[config.mk]
export PLATFORM = sky130hd
export DESIGN_NAME = spdif_frame_encoder
export DESIGN_NICKNAME = d
export VERILOG_FILES = /design/src/rtl/spdif_pkg.sv /design/src/rtl/spdif_bmc.sv /design/src/rtl/spdif_frame_encoder.sv
export SDC_FILE = /design/constraint.sdc
export NUM_CORES = 1
export LEC_CHECK = 0
export ABC_AREA = 0
export CORE_ASPECT_RATIO = 0.9
export CORE_MARGIN = 1
export CORE_UTILIZATION = 54
export CTS_BUF_LIST = sky130_fd_sc_hd__clkbuf_4 sky130_fd_sc_hd__clkbuf_8
export DETAILED_ROUTE_END_ITERATION = 12
export PLACE_DENSITY = 0.75
export SYNTH_ARGS = -nofsm -noshare
export SYNTH_HDL_FRONTEND = slang
export SYNTH_SLANG_ARGS = --single-unit
[constraint.sdc]
create_clock -name clk -period 2.41 [get_ports clk]
set_input_delay 0.3615 -clock clk [delete_from_list [all_inputs] [get_ports clk]]
set_output_delay 0.3615 -clock clk [all_outputs]
set_load 0.005 [all_outputs]
[src/rtl/spdif_pkg.sv]
// spdif_pkg: shared constants for the IEC 60958 frame encoder.
// Preamble patterns, subframe slot map and block sizing.
package spdif_pkg;

    // Preambles, MSB first, relative to the level entering the preamble
    localparam logic [7:0] PRE_B = 8'b1110_1000;
    localparam logic [7:0] PRE_M = 8'b1110_0010;
    localparam logic [7:0] PRE_W = 8'b1110_0100;

    localparam logic [4:0] SLOT_AUD_LO = 5'd4;
    localparam logic [4:0] SLOT_V      = 5'd28;
    localparam logic [4:0] SLOT_U      = 5'd29;
    localparam logic [4:0] SLOT_C      = 5'd30;
    localparam logic [4:0] SLOT_P      = 5'd31;

    localparam int FRAMES_PER_BLOCK = 192;
    localparam int SUBFRAME_SLOTS   = 32;
    localparam int AUD_W            = 24;

    typedef enum logic {
        SUB_L = 1'b0,
        SUB_R = 1'b1
    } sub_e;

endpackage

[src/rtl/spdif_bmc.sv]
// spdif_bmc: biphase-mark line coder, one UI per tick.
// Preamble UIs are pattern bits relative to the entry line level.
module spdif_bmc (
    input  logic clk,
    input  logic rst_n,
    input  logic tick_i,
    input  logic pre_i,
    input  logic pre_first_i,
    input  logic pre_bit_i,
    input  logic data_i,
    input  logic half_i,
    output logic line_o
);
    logic line_q, line_d;
    logic base_q, base_d;

    // Next UI level: preamble pattern or the two halves of a BMC cell
    always_comb begin
        base_d = pre_first_i ? line_q : base_q;
        line_d = line_q;
        if (pre_i) begin
            line_d = pre_bit_i ^ base_d;
        end else if (!half_i) begin
            line_d = ~line_q;
        end else begin
            line_d = line_q ^ data_i;
        end
    end

    // Line level and preamble entry level advance on UI boundaries
    always_ff @(posedge clk or negedge rst_n) begin
        if (!rst_n) begin
            line_q <= 1'b0;
            base_q <= 1'b0;
        end else if (tick_i) begin
            line_q <= line_d;
            base_q <= base_d;
        end
    end

    assign line_o = line_q;

endmodule

[src/rtl/spdif_frame_encoder.sv]
// spdif_frame_encoder: buffers one stereo sample and emits
// IEC 60958 consumer frames as a biphase-mark line signal.
module spdif_frame_encoder
    import spdif_pkg::*;
#(
    parameter int unsigned UI_DIV = 4,
    parameter logic [31:0] CS_LO  = 32'h0200_0004
) (
    input  logic             clk,
    input  logic             rst_n,
    input  logic             s_valid,
    output logic             s_ready,
    input  logic [AUD_W-1:0] s_left,
    input  logic [AUD_W-1:0] s_right,
    output logic             spdif_out,
    output logic             block_start,
    output logic             underrun
);
    localparam int DW = (UI_DIV > 1) ? $clog2(UI_DIV) : 1;
    localparam logic [DW-1:0] DIV_MAX = DW'(UI_DIV - 1);
    localparam logic [7:0] FRAME_MAX = 8'(FRAMES_PER_BLOCK - 1);
    localparam logic [4:0] SLOT_MAX  = 5'(SUBFRAME_SLOTS - 1);

    logic [DW-1:0]    div_q, div_d;
    logic [7:0]       frame_q, frame_d;
    logic [4:0]       slot_q, slot_d;
    logic             half_q, half_d;
    sub_e             sub_q, sub_d;

    logic             full_q;
    logic [AUD_W-1:0] hold_l_q, hold_r_q;
    logic [AUD_W-1:0] work_l_q, work_r_q;
    logic             v_q;
    logic             block_start_q, underrun_q;

    logic             tick, load, xfer;
    logic [AUD_W-1:0] aud;
    logic [31:0]      aud_ext;
    logic [4:0]       aud_idx;
    logic             c_bit, par, data_bit;
    logic [7:0]       pre_pat;
    logic             pre, pre_first, pre_bit;

    assign tick    = (div_q == '0);
    assign load    = tick && slot_q == '0 && !half_q && sub_q == SUB_L;
    assign xfer    = s_valid && !full_q;
    assign s_ready = !full_q;

    // Position counters: UI divider, half cell, slot, subframe, frame
    always_comb begin
        div_d   = (div_q == DIV_MAX) ? '0 : div_q + 1'b1;
        half_d  = half_q;
        slot_d  = slot_q;
        sub_d   = sub_q;
        frame_d = frame_q;
        if (tick) begin
            half_d = ~half_q;
            if (half_q) begin
                slot_d = slot_q + 5'd1;
                if (slot_q == SLOT_MAX) begin
                    sub_d = sub_e'(~sub_q);
                    if (sub_q == SUB_R) begin
                        frame_d = (frame_q == FRAME_MAX) ?
                                  8'd0 : frame_q + 8'd1;
                    end
                end
            end
        end
    end

    // Subframe assembly: slot bit, channel status, parity, preamble
    always_comb begin
        aud      = (sub_q == SUB_R) ? work_r_q : work_l_q;
        aud_ext  = {8'd0, aud};
        aud_idx  = slot_q - SLOT_AUD_LO;
        c_bit    = (frame_q[7:5] == 3'd0) ? CS_LO[frame_q[4:0]] : 1'b0;
        par      = ^{aud, v_q, 1'b0, c_bit};
        data_bit = 1'b0;
        unique case (1'b1)
            slot_q < SLOT_V:  data_bit = aud_ext[aud_idx];
            slot_q == SLOT_V: data_bit = v_q;
            slot_q == SLOT_U: data_bit = 1'b0;
            slot_q == SLOT_C: data_bit = c_bit;
            slot_q == SLOT_P: data_bit = par;
            default:          data_bit = 1'b0;
        endcase
        pre_pat   = (sub_q == SUB_R) ? PRE_W :
                    (frame_q == 8'd0) ? PRE_B : PRE_M;
        pre_bit   = pre_pat[~{slot_q[1:0], half_q}];
        pre       = slot_q < SLOT_AUD_LO;
        pre_first = slot_q == '0 && !half_q;
    end

    // Counters, handshake, load point and status pulses
    always_ff @(posedge clk or negedge rst_n) begin
        if (!rst_n) begin
            div_q         <= '0;
            half_q        <= 1'b0;
            slot_q        <= '0;
            sub_q         <= SUB_L;
            frame_q       <= '0;
            full_q        <= 1'b0;
            hold_l_q      <= '0;
            hold_r_q      <= '0;
            work_l_q      <= '0;
            work_r_q      <= '0;
            v_q           <= 1'b1;
            block_start_q <= 1'b0;
            underrun_q    <= 1'b0;
        end else begin
            div_q         <= div_d;
            half_q        <= half_d;
            slot_q        <= slot_d;
            sub_q         <= sub_d;
            frame_q       <= frame_d;
            block_start_q <= load && frame_q == 8'd0;
            underrun_q    <= load && !full_q;
            if (xfer) begin
                hold_l_q <= s_left;
                hold_r_q <= s_right;
            end
            if (load) begin
                // an empty load point may still accept for the next frame
                full_q <= xfer;
                if (full_q) begin
                    work_l_q <= hold_l_q;
                    work_r_q <= hold_r_q;
                    v_q      <= 1'b0;
                end else begin
                    work_l_q <= '0;
                    work_r_q <= '0;
                    v_q      <= 1'b1;
                end
            end else if (xfer) begin
                full_q <= 1'b1;
            end
        end
    end

    assign block_start = block_start_q;
    assign underrun    = underrun_q;

    spdif_bmc u_bmc (
        .clk        (clk),
        .rst_n      (rst_n),
        .tick_i     (tick),
        .pre_i      (pre),
        .pre_first_i(pre_first),
        .pre_bit_i  (pre_bit),
        .data_i     (data_bit),
        .half_i     (half_q),
        .line_o     (spdif_out)
    );

endmodule

# Yosys cells after proc, flatten, opt, wreduce, memory -nomap -nowiden
# Memories as Yosys holds them, arrays and structs flattened.
# Cells that the tools add are included.
# totals
regBits	119
mem_bits_ro	32
out_inout_bits	4
elab_cells	74
mem_count	1
# classes
addsub	4
n_lt_le_gt_ge	5
eq_ne	5
muxes	20
bitwise_logic	6
n_reduce_logical	18
# mem_list
memory	depth	width	read_ports	rd_clocked_by_memory_dff	wr	line_no	source
(no name shown)	32	1	1	0	0	spdif_frame_encoder.sv:76	c_bit = (frame_q[7:5] == 3'd0) ? CS_LO[frame_q[4:0]] : 1'b0;
# op_table
op	count
24-bit 2-to-1 mux	3
27-bit parity	1
5-bit equality test, second input constant	3
5-bit by 6-bit < comparator with 1-bit output, second input constant	2
1-bit 2-to-1 mux	10
8-bit by 1-bit adder with 8-bit output, second input constant	1
8-bit equality test, second input constant	1
8-bit zero test	1
4-bit 2-to-1 mux	2
8-bit 2-to-1 mux	1
1-bit logical AND	7
5-bit by 1-bit adder with 5-bit output, second input constant	1
1-bit binary-select mux with 5-bit select	1
5-bit zero test	1
5-bit by 3-bit < comparator with 1-bit output, second input constant	1
5-bit < comparator, second input constant	1
5-bit by 3-bit subtractor with 5-bit output, second input constant	1
3-bit by 4-bit < comparator with 1-bit output, second input constant	1
1-bit case mux with 4 select lines	1
4-bit AND reduction	1
1-bit binary-select mux with 3-bit select	1
3-bit zero test	1
1-bit NOT	3
3-bit NOT	1
9 further kinds	11

# Logic depth before layout (Yosys ltp)
# logic_depth
word_depth	8
depth_mapped	12
ltp_nobuf	10

# Modules after synthesis
# From an unflattened synthesis, not the netlist that was laid out.
# hier_totals
cells_unflattened	512
area_unflattened_um2	5774.3
# modules_own_cells
mod	n_inst	cells_per_inst	area_each_um2	seq_area_each_um2
spdif_frame_encoder	1	501	5649.2	2929.1
spdif_bmc	1	11	125.1	50.0

# Worst setup path before layout
# No wires, ideal clock.
# synth_path
path_type	register -> register
from	register div_q[0]
to	register frame_q[0]
setup_time_ns	0.125
arrival_time_ns	2.143
required_time_ns	2.285
setup_slack_ns	0.142
stages_incl_launch_ff	12
path_buffers	3
cell_sequence	dfrtp_1 -> inv_1 -> ha_1 -> buf_2 -> and2_1 -> clkbuf_1 -> and3_1 -> buf_2 -> nand2_1 -> or3_1 -> nor3b_2 -> nor2_1
# synth_via
elab_chain_cells	2
# synth_lines
item	line_no	source
start: declaration	spdif_frame_encoder.sv:24	logic [DW-1:0] div_q, div_d;
start signal: assignment	spdif_frame_encoder.sv:111	div_q <= div_d;
2-bit zero test	spdif_frame_encoder.sv:44	assign tick = (div_q == '0);
4-bit AND reduction (no line)	-	
end signal: assignment	spdif_frame_encoder.sv:115	frame_q <= frame_d;
end: declaration	spdif_frame_encoder.sv:25	logic [7:0] frame_q, frame_d;
# Every way passes these cells.
# A chain may end at the register's enable or synchronous reset.

# Worst setup path in the final report
# layout_path
from	register slot_q[0]
to	register frame_q[0]
# layout_via
elab_chain_cells	2
# layout_lines
item	line_no	source
start: declaration	spdif_frame_encoder.sv:26	logic [4:0] slot_q, slot_d;
start signal: assignment	spdif_frame_encoder.sv:113	slot_q <= slot_d;
5-bit equality test	spdif_frame_encoder.sv:60	if (slot_q == SLOT_MAX) begin
4-bit AND reduction (no line)	-	
# Every way passes these cells.

==> flow_summary.yaml <==
floorplanning:
  ios: 55
  num_rows: 35
  core_area_um2: 10300
  die_y_um: 100
  fp.dieArea_um2: 11100
  initial_core_util_pct: 56.0
  die_w_um: 111
clock_tree:
  cts_tree: "built"
  clock-root-buffer: "clkbuf_8"
  clock-sinks: 119
  cts.path.max_buffers: 2
  path_clk_slew_ns: 0.07
  clkLatencyLatePin_ns: 0.44
  htree_levels: 4
  cts_inserted_buffers: 17
route:
  drt_first_pass_iters: 9
  ant_nets: 0
  vias: 3937
  wirelength_mm: 11.8
  drc: 4
  vias_per_cell: 5.42
  wl_per_cell_um: 16.2
  first_iter_violations: 132
timing:
  finalSetupViolations: 0
  skew_ns: 0.0140
  max_freq_mhz: 433
  fin_crit_sh_pct: 95.8
  slew_headroom_pct: 64.8
  fin_crit_ns: 2.31
  rsz0062_at_grt: "true"
  drv_slew: 0
  hold_viol: 0
  max_slew.worst_pin.slew_ns: 0.529
  tns_ns: 0
setup_path:
  path_cells: "ha_1 > and2_1 > ha_1 > and3_1 > nand2_1 > or3_1 > nor3b_2 > nor2_1"
  critPathMaxFanout: 5
  critical_path_class: "reg2reg"
  crit_path_top_delay_cell: "dfrtp_1"
  ff2ff_path_depth: 8
  worstPathArrival_ns: 2.62
  startpoint_type: "flip-flop"
  cpMostUsedCell: "ha_1"
  end_kind: "flip-flop"
  r2r_end: "frame_q[0]$_DFFE_PN0P_"
  cp_num_buf_inv: 0
  crit_required_ns: 2.72
  slowest_delay_ns: 0.50
  regToRegStartpoint: "slot_q[0]$_DFFE_PN0P_"
  cp_top_family: "simple AND/OR/NAND/NOR gates"
  ff2ff_setup_slack_ns: 0.10
global_routing:
  grt_pass1_vias: 4122
  grt_pass1_wl_mm: 20.1
  grt_max_degree: 51
  grt-ovfl-total: 0
  grt_usage_pct: 23.4
  antenna_found_initial: 0
logic_synthesis:
  synth_enable_flop_cells: 0
  seq_area_frac_synth_pct: 51.5
  syn_avg_cell_area_um2: 11.2
  netlist_instances: 518
  async_flop_share_pct: 100
  ys.flop_type: "dfrtp_1"
  yosysUniqueCellTypes: 42
  synth_nets: 582
  synth-seq-cells: 119
  yosys_warnings: 0
  synth_area_um2: 5790
finish:
  multi_input_area_um2: 2660
  fin_nets: 649
  seqCellArea_um2: 2980
  antenna_cells: 0
  layout-drive-gt1-share_pct: 21.6
  fillers: 779
  final_cells: 727
  design_area_um2: 7160
  area_delta_synth_final_pct: 23.6
min_path:
  min_path_type: "in2async"
place:
  hpwlAfterDp_mm: 8.39
  dp.cells: 693
  placed_cell_area_um2: 6590
  portBuffers: 54
  routabilityCongestion: 0.879
run_status:
  violations: "DRC"
  status: "complete, but fails checks"
run:
  cap_violations: 0
power:
  powerDensity_nw_per_um2: 822
  leakage_uw: 0.00326
  max-vdd-ir-drop_v: 0.000607
-- Yosys cell counts (4+ instances only) --
library cell / count / share of area [%]
and3_1: 4 / 0.43
clkbuf_1: 24 / 1.6
dfrtp_1: 118 / 51
ha_1: 13 / 2.8
inv_1: 11 / 0.71
mux2_2: 49 / 9.5
mux2i_1: 15 / 2.6
mux4_2: 10 / 3.9
nand2_1: 114 / 7.4
nand3_1: 5 / 0.43
nor2_1: 12 / 0.78
o21ai_0: 53 / 4.6
xnor2_1: 23 / 3.5
xor2_1: 23 / 3.5
-- placed cells by master, fill, tap and decap left out, types with 11 or more instances in the layout --
cell	count
nand2_1	114
mux2i_1	14
buf_4	20
dfrtp_1	115
inv_1	11
ha_1	13
xnor2_1	23
nor2_1	12
clkbuf_8	19
xor2_1	23
clkdlybuf4s50_1	53
o21ai_0	53
mux2_2	49
-- metal layers --
metal / global-route usage (%) / part of all wire (%) / up-vias
li1: - / - / 1890
met1: 29.2 / 44 / 1945
met2: 39.9 / 50 / 86
met3: 5.80 / 3.8 / 16
met4: 9.36 / 1.8 / 0
met5: 0 / 0 / -
-- state kept, by name, summed over array words and instances, names as in the netlist --
name          flops
block_start       1
div_q             2
frame_q           8
full_q            1
half_q            1
hold_l_q         24
hold_r_q         24
slot_q            5
sub_q             1
u_bmc.base_q      1
u_bmc.line_o      1
underrun          1
v_q               1
work_l_q         24
work_r_q         24
-- where the power goes --
part	internal (uW)	switching [uW]
Sequential	2420	241
Combinational	552	331
Clock	1520	816
Total	4490	1390
-- stage by stage --
step | hold WS, ns | setup slack [ns] | util (%) | total power (uW)
2_1_floorplan | 0.0659 | 0.142 | - | 3260
3_3_place_gp | 0.368 | 0.103 | 63.8 | 3530
3_5_place_dp | 0.384 | 0.0196 | 63.8 | 3590
4_1_cts | 0.454 | 0.0111 | 68.9 | 5950
5_1_grt | 0.476 | -0.0136 | 69.2 | 6180
6_report | 0.443 | 0.101 | 69.2 | 5880
-- layout make-up --
cell class / instances / share of cell area [%]
sequential: 119 / 41.7
multi-input combinational: 357 / 37.2
timing repair buffer: 79 / 11.1
clock buffer: 21 / 3.86
clock inverter: 11 / 3.39
tap: 129 / 2.26
inverter: 11 / 0.577
-- cells by family after synthesis --
kind of cell             share of synthesized area, %
AO/OA/AOI/OAI                                    6.07
XOR/XNOR                                         7.74
adder cells (fa/ha/maj)                          2.81
buffers and inverters                            3.11
flip-flops                                       51.5
multiplexers                                     17.4
AND/OR/NAND/NOR                                  11.4
-- worst max-delay path by stage --
stage	depth (start not counted)	start	slack, ns	endpoint
after global placement	6	sub_q$_DFFE_PN0P_	0.10	u_bmc.line_o$_DFFE_PN0N_
after floorplan	11	div_q[0]$_DFF_PN0_	0.14	frame_q[0]$_DFFE_PN0P_
after CTS	8	slot_q[1]$_DFFE_PN0P_	0.01	frame_q[0]$_DFFE_PN0P_
after global routing	8	sub_q$_DFFE_PN0P_	-0.01	u_bmc.line_o$_DFFE_PN0N_
final	8	slot_q[0]$_DFFE_PN0P_	0.10	frame_q[0]$_DFFE_PN0P_
after detailed placement	6	sub_q$_DFFE_PN0P_	0.02	u_bmc.line_o$_DFFE_PN0N_
-- timing repair --
action                     in CTS  in global routing
pin swaps                       0                  3
hold endpoints to repair       38                  0
resized for setup               1                  7
setup endpoints to repair       1                  4
hold buffers                    1                  0
setup buffers                   0                  1
No activity file was read; power rests on OpenSTA's default activity.
